### src/rtl/store_tag_alloc_mw.sv
// Multi-way store-tag allocator: in-order grants from a busy vector, multi-port
// release, and internal branch checkpoints of the busy vector for mispredict recovery.
module store_tag_alloc_mw #(
    parameter int unsigned TAG_DEPTH   = 16,
    parameter int unsigned ALLOC_WIDTH = 2,
    parameter int unsigned FREE_WIDTH  = 2,
    parameter int unsigned CKPT_DEPTH  = 4,
    localparam int unsigned TW   = $clog2(TAG_DEPTH),
    localparam int unsigned CW   = $clog2(CKPT_DEPTH),
    localparam int unsigned LW   = $clog2(ALLOC_WIDTH + 1),
    localparam int unsigned CNTW = TW + 1
) (
    input  logic                        clk,
    input  logic                        rst,
    input  logic [ALLOC_WIDTH-1:0]      alloc_req,
    output logic [ALLOC_WIDTH-1:0]      alloc_gnt,
    output logic [ALLOC_WIDTH*TW-1:0]   alloc_tag,
    input  logic [FREE_WIDTH-1:0]       free_valid,
    input  logic [FREE_WIDTH*TW-1:0]    free_tag,
    input  logic                        ckpt_save,
    input  logic [CW-1:0]               ckpt_id,
    input  logic [LW-1:0]               ckpt_lane,
    input  logic                        flush,
    input  logic [CW-1:0]               flush_id,
    output logic [TAG_DEPTH-1:0]        busy_vec,
    output logic [CNTW-1:0]             free_count,
    output logic                        empty,
    output logic                        full
);

    logic [TAG_DEPTH-1:0] busy_q;
    logic [TAG_DEPTH-1:0] busy_next;
    logic [TAG_DEPTH-1:0] freed_mask;
    logic [TAG_DEPTH-1:0] grant_mask;
    logic [TAG_DEPTH-1:0] older_mask;
    logic [TAG_DEPTH-1:0] avail;
    logic [TAG_DEPTH-1:0] ckpt_q [CKPT_DEPTH];
    logic [CNTW-1:0]      count_next;
    logic [TW-1:0]        pick;
    logic                 found;
    logic                 blocked;

    function automatic logic [CNTW-1:0] popcnt(input logic [TAG_DEPTH-1:0] v);
        logic [CNTW-1:0] n;
        n = '0;
        for (int b = 0; b < TAG_DEPTH; b++) begin
            n = n + CNTW'(v[b]);
        end
        return n;
    endfunction

    assign busy_vec = busy_q;

    // In-order lane scan: each granted lane takes the lowest tag still available
    always_comb begin
        avail      = ~busy_q;
        blocked    = 1'b0;
        found      = 1'b0;
        pick       = '0;
        alloc_gnt  = '0;
        alloc_tag  = '0;
        grant_mask = '0;
        older_mask = '0;
        for (int i = 0; i < ALLOC_WIDTH; i++) begin
            found = 1'b0;
            pick  = '0;
            for (int j = 0; j < TAG_DEPTH; j++) begin
                if (!found && avail[j]) begin
                    found = 1'b1;
                    pick  = TW'(j);
                end
            end
            if (alloc_req[i] && !blocked && !rst && !flush) begin
                if (found) begin
                    alloc_gnt[i]          = 1'b1;
                    alloc_tag[i*TW +: TW] = pick;
                    avail[pick]           = 1'b0;
                    grant_mask[pick]      = 1'b1;
                    if (LW'(i) < ckpt_lane) begin
                        older_mask[pick] = 1'b1;
                    end
                end else begin
                    blocked = 1'b1;
                end
            end
        end
    end

    always_comb begin
        freed_mask = '0;
        for (int p = 0; p < FREE_WIDTH; p++) begin
            if (free_valid[p]) begin
                freed_mask[free_tag[p*TW +: TW]] = 1'b1;
            end
        end
    end

    // Restore intersects with busy_q so tags released since the save stay free
    always_comb begin
        if (flush) begin
            busy_next  = ckpt_q[flush_id] & busy_q & ~freed_mask;
            count_next = CNTW'(TAG_DEPTH) - popcnt(busy_next);
        end else begin
            busy_next  = (busy_q & ~freed_mask) | grant_mask;
            count_next = free_count + popcnt(busy_q & freed_mask) - popcnt(grant_mask);
        end
    end

    always_ff @(posedge clk) begin
        if (rst) begin
            busy_q     <= '0;
            free_count <= CNTW'(TAG_DEPTH);
            empty      <= 1'b1;
            full       <= 1'b0;
            for (int k = 0; k < CKPT_DEPTH; k++) begin
                ckpt_q[k] <= '0;
            end
        end else begin
            busy_q     <= busy_next;
            free_count <= count_next;
            empty      <= (busy_next == '0);
            full       <= &busy_next;
            for (int k = 0; k < CKPT_DEPTH; k++) begin
                if (!flush && ckpt_save && (ckpt_id == CW'(k))) begin
                    ckpt_q[k] <= (busy_q | older_mask) & ~freed_mask;
                end else begin
                    ckpt_q[k] <= ckpt_q[k] & ~freed_mask;
                end
            end
        end
    end

endmodule

### config.mk
export PLATFORM = sky130hd
export DESIGN_NAME = store_tag_alloc_mw
export DESIGN_NICKNAME = d
export VERILOG_FILES = /design/src/rtl/store_tag_alloc_mw.sv
export SDC_FILE = /design/constraint.sdc
export NUM_CORES = 1
export LEC_CHECK = 0
export BUFFER_PORTS_ARGS = -buffer_cell sky130_fd_sc_hd__buf_2
export CORE_MARGIN = 3
export CORE_UTILIZATION = 42
export CTS_BUF_LIST = sky130_fd_sc_hd__clkbuf_2 sky130_fd_sc_hd__clkbuf_4 sky130_fd_sc_hd__clkbuf_8
export DETAILED_ROUTE_END_ITERATION = 8
export SYNTH_ARGS = -nofsm -noshare
export SYNTH_HDL_FRONTEND = slang
export SYNTH_SLANG_ARGS = --single-unit
### constraint.sdc
create_clock -name clk -period 7.6 [get_ports clk]
set_input_delay 0.38 -clock clk [delete_from_list [all_inputs] [get_ports clk]]
set_output_delay 0.38 -clock clk [all_outputs]
set_load 0.01 [all_outputs]
==> flow_summary.json, run 1 <==
{
  "routed_wl_um": 27570,
  "synth_top_area_cell": "edfxtp_1",
  "yosysWarnings": 0,
  "grt_max_degree": 28,
  "skew_ns": 0.01580,
  "cts-buffers-inserted": 9,
  "ys_seq_elements": 87,
  "fmax_mhz": 137.7,
  "drt-initial-drc-count": 655,
  "cts_hold_buf": 0,
  "vdd_ir_drop_max_mv": 0.1189,
  "seq_area_frac_synth_pct": 30.98,
  "path_clk_slew_ns": 0.11,
  "setup_viol": 0,
  "crit_chain": "buf_4 -> and4_1 -> and3_1 -> o21a_1 -> o21ai_0 -> a21oi_1 -> nand3_2 -> o311ai_1 -> nand2_1 -> fa_1 -> fa_1 -> fa_1 -> inv_1 -> fa_1 -> inv_1 -> fa_1 -> fa_1 -> inv_1 -> ha_1 -> inv_1 -> fa_1 -> xor2_1 -> mux2_2 -> nor2_1",
  "grt_use_total_pct": 28.05,
  "cp_max_fo": 9,
  "crit_path_end_kind": "register",
  "core_um2": 17600,
  "maxSlewHeadroom_pct": 24.23,
  "synth.distinct_cells": 90,
  "worstHoldPathCells": 3,
  "cts_max_path_buffers": 2,
  "grt_pass1_wl_um": 42080,
  "ant_nets": 0,
  "final_cells": 1211,
  "clock-root-buffer": "clkbuf_8",
  "initial_utilization_pct": 43.70,
  "avgSynthCellArea_um2": 9.079,
  "netlist_instances": 847,
  "r2r-start": "busy_vec[10]",
  "synth_edf_count": 64,
  "period_needed_ns": 7.264,
  "place_inst": 1193,
  "vias": 7187,
  "grt_pass1_vias": 7024,
  "fin_tns_setup_ns": 0,
  "synthTopCellsByArea": "edfxtp_1 (25%), fa_1 (10%), nor2_1 (6.3%)",
  "yosysTopAreaCellShare_pct": 24.99,
  "grt-ovfl-total": 0,
  "hold_end": "busy_vec[5]",
  "avgViaCountPerCell": 5.935,
  "cts.sinks": 87,
  "h-tree-depth": 3,
  "critical_path.slowest_cell": "fa_1",
  "cts_tree": "built",
  "startpoint_type": "register",
  "wl_per_cell_um": 22.77,
  "outcome": "complete, no violations",
  "tightest_slew_ns": 1.137,
  "dieArea_um2": 19970,
  "hold_path.class": "primary input to register",
  "port_buffers": 54,
  "cp-startpoint": "busy_vec[10]",
  "area_growth_pct": 15.52,
  "clock_latency_ns": 0.39,
  "r2r_end": "free_count[3]",
  "antenna_found_initial": 0,
  "reg2reg_depth": 24,
  "drive_above_1_share_pct": 17.75,
  "gp_congestion": 0.9737,
  "chipWidth_um": 141.3,
  "hold_violations": 0,
  "syn_area_um2": 7690,
  "maxCapViolCount": 0,
  "drc": 0,
  "nFillCells": 1711,
  "r2r_slack_ns": 0.34,
  "crit_path_max_incr_delay_ns": 0.55,
  "grt_setup_unrepaired": "no",
  "crit_path_frequent_cell": "fa_1",
  "antenna_cells": 0,
  "hpwl_um": 22260,
  "leakage_nw": 3.632,
  "period_share_pct": 95.57,
  "synth_top_flop_cell": "edfxtp_1",
  "hold_ws_ns": 0.4923,
  "powerDensity_nw_per_um2": 142.1,
  "nNetsFinal": 1062,
  "cp_data_arrival_time_ns": 7.59,
  "final_common_cell": "nor2_1",
  "min_from": "rst",
  "dieHeight_um": 141.3,
  "path_class": "register to register",
  "maxSlewViolCount": 0,
  "cp.required_ns": 7.93,
  "firstDrtPassIters": 5,
  "ys_async_sr_fraction_pct": 0,
  "rows": 48,
  "ios": 55,
  "layout_common_cells": "nor2_1 (127), inv_1 (75), nand2_1 (74), edfxtp_1 (64), conb_1 (64)"
}
## power breakdown
| group | leakage [nW] | total (mW) | switching, mW | internal (mW) |
|---|---|---|---|---|
| clock | 0.0958 | 0.352 | 0.196 | 0.156 |
| combinational | 2.69 | 0.349 | 0.194 | 0.155 |
| sequential | 0.842 | 0.562 | 0.0174 | 0.544 |
| total | 3.63 | 1.26 | 0.407 | 0.855 |
## cells in the mapped netlist (8+ instances only)
| cell | count |
|---|---|
| nor2_1 | 129 |
| inv_1 | 75 |
| nand2_1 | 74 |
| edfxtp_1 | 64 |
| a211oi_1 | 52 |
| fa_1 | 39 |
| nand3_1 | 28 |
| clkbuf_1 | 24 |
| dfxtp_1 | 23 |
| a21oi_1 | 21 |
| nor3_1 | 21 |
| ha_1 | 20 |
| mux2i_1 | 17 |
| nand2b_1 | 17 |
| mux4_2 | 16 |
| o21ai_0 | 16 |
| buf_2 | 11 |
| o22ai_1 | 11 |
| a31oi_1 | 10 |
| and3_1 | 10 |
| nand4_1 | 10 |
| and2_1 | 8 |
## cells by family after synthesis
kind of cell,after synthesis,share of synthesized area (%)
buf+inv,119,6.199
xor+xnor,9,1.025
fa+ha+maj,59,13.41
other cells,1,0.04877
simple gates,337,21.05
flops,87,30.98
compound gates,201,20.24
mux,34,7.045
## layout make-up
type | instances | area (µm²) | share of cell area (%)
sequential | 87 | 2384 | 26.83
inverter | 75 | 281.5 | 3.169
tap | 225 | 281.5 | 3.169
timing repair buffer | 104 | 645.6 | 7.268
clock inverter | 7 | 77.57 | 0.8732
clock buffer | 9 | 123.9 | 1.394
multi-input combinational | 704 | 5090 | 57.30
## critical path: cells and delay by family (launching register included)
kind | cells | cell delay (ns)
flip-flops | 1 | 0.52
XOR/XNOR | 1 | 0.17
AND/OR/NAND/NOR | 5 | 0.92
multiplexers | 1 | 0.26
adder cells (fa/ha/maj) | 8 | 3.40
buffers and inverters | 5 | 0.46
AO/OA/AOI/OAI | 4 | 1.47
## how the worst max path moves through the flow
stage          slack [ns]             to
3_3_place_gp         0.30  free_count[3]
5_1_grt              0.01  free_count[3]
6_report             0.34  free_count[3]
2_1_floorplan        1.06  free_count[3]
4_1_cts              0.18  free_count[3]
3_5_place_dp         0.22  free_count[3]
## timing repair
action,4_1_cts,5_1_grt
endpoints found under the setup margin,0,3
gates resized for setup,0,6
setup buffers,0,2
## registers in the layout (all words and copies together) (netlist names)
name / cells
busy_vec: 16
ckpt_q: 64
empty: 1
free_count: 5
full: 1
## through the flow
| step | area (µm²) | utilization [%] | total power [mW] | worst slack, ns |
|---|---|---|---|---|
| floorplan | 7926 | - | 0.8211 | 1.056 |
| global placement | 8653 | 49.18 | 0.9088 | 0.3007 |
| detailed placement | 8653 | 49.18 | 0.9147 | 0.2229 |
| CTS | 8855 | 50.32 | 1.270 | 0.1836 |
| global route | 8884 | 50.48 | 1.337 | 0.01049 |
| finish | 8884 | 50.48 | 1.262 | 0.3363 |
## metal layers
layer | track usage [%] | vias to the layer above | part of all wire (%)
met1 | 38.77 | 3431 | 44
met5 | 0 | - | 0
met3 | 5.662 | 73 | 7.9
li1 | - | 3326 | -
met2 | 42.19 | 357 | 43
met4 | 13.51 | 0 | 4.9
No activity file was read; power rests on OpenSTA's default activity.
==> run 2: changes to the inputs <==
PLACE_DENSITY_LB_ADDON = 0.15   (was unset)
SLEW_MARGIN = 20   (was unset)
==> flow_summary.json, run 2 (synthesized netlist as in run 1, its figures left out) <==
{
  "firstDrtPassIters": 7,
  "hold_path.class": "primary input to register",
  "vias": 7241,
  "crit_path_frequent_cell": "fa_1",
  "rows": 48,
  "layout_common_cells": "nor2_1 (126), inv_1 (75), nand2_1 (74), edfxtp_1 (64), conb_1 (64)",
  "clock_latency_ns": 0.39,
  "cp_data_arrival_time_ns": 7.64,
  "grt_setup_unrepaired": "no",
  "cp_max_fo": 9,
  "cts_hold_buf": 0,
  "maxCapViolCount": 0,
  "core_um2": 17600,
  "leakage_nw": 3.603,
  "initial_utilization_pct": 43.70,
  "tightest_slew_ns": 1.056,
  "h-tree-depth": 3,
  "wl_per_cell_um": 22.37,
  "nFillCells": 1719,
  "area_growth_pct": 14.86,
  "skew_ns": 0.01304,
  "cts_max_path_buffers": 2,
  "grt_pass1_wl_um": 40700,
  "port_buffers": 54,
  "hold_violations": 0,
  "vdd_ir_drop_max_mv": 0.1136,
  "outcome": "complete, no violations",
  "period_share_pct": 96.12,
  "antenna_found_initial": 0,
  "path_clk_slew_ns": 0.10,
  "startpoint_type": "register",
  "fin_tns_setup_ns": 0,
  "setup_viol": 0,
  "critical_path.slowest_cell": "or4_1",
  "crit_buf_inv": 5,
  "period_needed_ns": 7.305,
  "fmax_mhz": 136.9,
  "cts_tree": "built",
  "regArea_um2": 2382,
  "powerDensity_nw_per_um2": 147.3,
  "path_class": "register to register",
  "antenna_cells": 0,
  "grt_use_total_pct": 26.92,
  "chipWidth_um": 141.3,
  "avgViaCountPerCell": 6.034,
  "cp.required_ns": 7.94,
  "final_cells": 1200,
  "drt-initial-drc-count": 664,
  "cts-buffers-inserted": 9,
  "crit_chain": "buf_4 -> nand4_1 -> or4_1 -> a21oi_2 -> a21oi_1 -> nand3_2 -> o31ai_4 -> o32ai_1 -> fa_1 -> fa_1 -> inv_1 -> fa_1 -> fa_1 -> inv_1 -> fa_1 -> fa_1 -> inv_1 -> ha_1 -> inv_1 -> fa_1 -> xor2_1 -> mux2_2 -> nor2_1",
  "nNetsFinal": 1051,
  "ios": 55,
  "clock-root-buffer": "clkbuf_8",
  "drive_above_1_share_pct": 16.92,
  "cp_top_family": "adder cells",
  "cts.sinks": 87,
  "routed_wl_um": 26840,
  "regMostFlops": "ckpt_q",
  "grt_pass1_vias": 6944,
  "dieArea_um2": 19970,
  "maxSlewViolCount": 0,
  "gp_congestion": 1.044,
  "ant_nets": 0,
  "grt_max_degree": 28,
  "drc": 0,
  "dieHeight_um": 141.3,
  "crit_path_max_incr_delay_ns": 0.68,
  "crit_path_end_kind": "register",
  "maxSlewHeadroom_pct": 29.36,
  "multiInputGateArea_um2": 5089,
  "grt-ovfl-total": 0,
  "largest_reg_flops": 64,
  "final_common_cell": "nor2_1",
  "hpwl_um": 21390,
  "place_inst": 1184
}
## run 2: what timing repair did
action / 4_1_cts / 5_1_grt
endpoints found under the setup margin: 0 / 3
resized for setup: 0 / 4
buffers inserted: 0 / 0
## run 2: final cells by class
| type | instances | share of cell area [%] |
|---|---|---|
| multi-input cells | 704 | 57.61 |
| flip-flops and latches | 87 | 26.97 |
| repair buffers | 93 | 6.375 |
| inverters | 75 | 3.187 |
| well taps | 225 | 3.187 |
| clock buffers | 10 | 1.558 |
| clock inverters | 6 | 1.105 |
## run 2: through the flow
stage,power [mW],worst slack (ns),utilization (%),hold WS (ns),instance area (µm²)
after detailed placement,0.9078,0.3386,48.79,0.5858,8586
after CTS,1.313,0.3172,50.13,0.2443,8821
after global placement,0.9041,0.3861,48.79,0.5749,8586
after global routing,1.380,0.01949,50.19,0.2691,8832
final,1.301,0.2948,50.19,0.2684,8832
after floorplan,0.8211,1.056,-,0.5531,7926
## run 2: power breakdown
part	internal, mW	switching [mW]
registers	0.544	0.0165
logic	0.150	0.189
clock network	0.200	0.201
total	0.895	0.406
## run 2: final timing paths
check	startpoint	cells after the start	slack (ns)	endpoint
max	busy_vec[4]	23	0.29	free_count[3]
min	rst	2	0.27	busy_vec[7]
max reg2reg	busy_vec[4]	23	0.29	free_count[3]
min reg2reg	ckpt_q[2][2]	2	0.60	ckpt_q[2][2]
## run 2: layer usage
metal  track usage, %  vias to the layer above  wire, µm  part of all wire [%]
li1                 -                     3297         -                     -
met1            37.29                     3443     11370                    42
met2            40.66                      416     11660                    43
met3            6.134                       85      2610                   9.7
met4            11.42                        0      1206                   4.5
met5                0                        -         0                     0
## run 2: worst reg2reg max path, delay by kind of cell (launching register included)
kind            cells  cell delay (ns)
mux                 1             0.26
flops               1             0.62
fa+ha+maj           8             3.43
compound gates      4             1.00
simple gates        4             1.26
xor+xnor            1             0.17
buf+inv             5             0.53
==> run 3: changes to the inputs <==
clock period = 7.3 ns   (was 7.6 ns; I/O delays follow)
==> flow_summary.json, run 3 (synthesized netlist as in run 1, its figures left out) <==
{
  "outcome": "complete, no violations",
  "cts_tree": "built",
  "cts.sinks": 87,
  "period_share_pct": 95.84,
  "regArea_um2": 2384,
  "grt-ovfl-total": 0,
  "clock-root-buffer": "clkbuf_8",
  "swShare_pct": 32.27,
  "worstHoldPathCells": 3,
  "wl_per_cell_um": 22.58,
  "skew_ns": 0.02019,
  "layout_common_cells": "nor2_1 (127), inv_1 (75), nand2_1 (74), edfxtp_1 (64), conb_1 (64)",
  "port_buffers": 54,
  "ctsResizeCount": 0,
  "maxSlewViolCount": 0,
  "hold_ws_ns": 0.4580,
  "h-tree-depth": 3,
  "chipWidth_um": 141.3,
  "nNetsFinal": 1063,
  "switchingPower_uw": 424.0,
  "final_common_cell": "nor2_1",
  "comb_power_share_pct": 26.8,
  "total_power_mw": 1.314,
  "post-place-ws_ns": 0.1484,
  "cts_max_path_buffers": 2,
  "reg2reg_depth": 24,
  "gp_congestion": 1.053,
  "place_inst": 1196,
  "crit_path_max_incr_delay_ns": 0.54,
  "cp_top_family": "adder cells",
  "crit_buf_inv": 5,
  "drive_above_1_share_pct": 18.14,
  "powerDensity_nw_per_um2": 147.4,
  "nFillCells": 1715,
  "grt_pass1_wl_um": 42250,
  "firstDrtPassIters": 8,
  "worst-path-stages": 24,
  "drt-initial-drc-count": 586,
  "pwr-share-seq_pct": 44.4,
  "antenna_found_initial": 0,
  "ant_nets": 0,
  "ios": 55,
  "clock_latency_ns": 0.39,
  "p_int_uw": 889.8,
  "hold_violations": 0,
  "path_class": "register to register",
  "fin_ws_ns": 0.3037,
  "setup_viol": 0,
  "dieHeight_um": 141.3,
  "largest_reg_flops": 64,
  "area_growth_pct": 15.88,
  "startpoint_type": "register",
  "cts_hold_buf": 0,
  "core_um2": 17600,
  "vias": 7266,
  "grt_max_degree": 28,
  "path_clk_slew_ns": 0.11,
  "maxSlewHeadroom_pct": 28.83,
  "fmax_mhz": 142.9,
  "multiInputGateArea_um2": 5099,
  "hpwl_um": 22060,
  "vdd_ir_drop_max_mv": 0.1043,
  "avgViaCountPerCell": 5.995,
  "routed_wl_um": 27370,
  "crit_path_end_kind": "register",
  "leakage_nw": 3.656,
  "critical_path.slowest_cell": "fa_1",
  "min_from": "rst",
  "antenna_cells": 0,
  "crit_path_frequent_cell": "fa_1",
  "regMostFlops": "ckpt_q",
  "final_cells": 1212,
  "fin_tns_setup_ns": 0,
  "cp_data_arrival_time_ns": 7.33,
  "cts-buffers-inserted": 9,
  "crit_chain": "nand2b_1 -> a211oi_1 -> o2111a_1 -> buf_4 -> o22ai_1 -> o21ai_1 -> nand3_1 -> a2111oi_1 -> a21o_1 -> fa_1 -> fa_1 -> inv_1 -> fa_1 -> fa_1 -> inv_1 -> fa_1 -> fa_1 -> inv_1 -> ha_1 -> inv_1 -> fa_1 -> xor2_1 -> mux2_2 -> nor2_1",
  "drc": 0,
  "rows": 48,
  "grt_setup_unrepaired": "no",
  "cp_max_fo": 4,
  "grt_use_total_pct": 27.73,
  "cp.required_ns": 7.63,
  "clockPowerShare_pct": 28.8,
  "cts_setup_buffers": 0,
  "tightest_slew_ns": 1.041,
  "grt_pass1_vias": 7005,
  "r2r-start": "busy_vec[13]",
  "dieArea_um2": 19970,
  "initial_utilization_pct": 43.70,
  "r2r_slack_ns": 0.30,
  "cp-startpoint": "busy_vec[13]",
  "maxCapViolCount": 0,
  "period_needed_ns": 6.996,
  "hold_path.class": "primary input to register"
}
## run 3: metrics by stage
| stage | utilization, % | cell area (µm²) |
|---|---|---|
| floorplan | - | 7926 |
| global placement | 49.30 | 8676 |
| detailed placement | 49.30 | 8676 |
| CTS | 50.51 | 8889 |
| global route | 50.64 | 8911 |
| finish | 50.64 | 8911 |
## run 3: final cells by class
class,count,share of cell area [%]
multi-input combinational,704,57.22
sequential,87,26.75
timing repair buffer,105,7.329
inverter,75,3.159
tap,225,3.159
clock buffer,9,1.390
clock inverter,7,0.9969
## run 3: power by group through the flow
stage | clock network (mW) | logic, mW | registers, mW
after floorplan | 0 | 0.262 | 0.593
after global placement | 0 | 0.349 | 0.594
after detailed placement | 0 | 0.351 | 0.595
after CTS | 0.390 | 0.352 | 0.583
after global routing | 0.407 | 0.396 | 0.588
final | 0.378 | 0.352 | 0.583
## run 3: worst register-to-register path, delay by kind of cell (launching register included)
kind / cells / cell delay [ns]
compound gates: 6 / 1.84
xor+xnor: 1 / 0.17
fa+ha+maj: 8 / 3.34
buf+inv: 5 / 0.41
flops: 1 / 0.33
mux: 1 / 0.26
simple gates: 3 / 0.58
## run 3: metal layers
| layer | vias up | global-route usage, % | part of all wire, % |
|---|---|---|---|
| met2 | 368 | 41.36 | 43 |
| met1 | 3503 | 39.29 | 44 |
| li1 | 3324 | - | - |
| met3 | 71 | 5.056 | 7.9 |
| met4 | 0 | 12.65 | 5.1 |
| met5 | - | 0 | 0 |
## run 3: path summary, 6_finish.rpt
path,to
worst min-delay path,busy_vec[9]
worst max register to register,free_count[3]
worst min register to register,ckpt_q[2][6]
worst max-delay path,free_count[3]
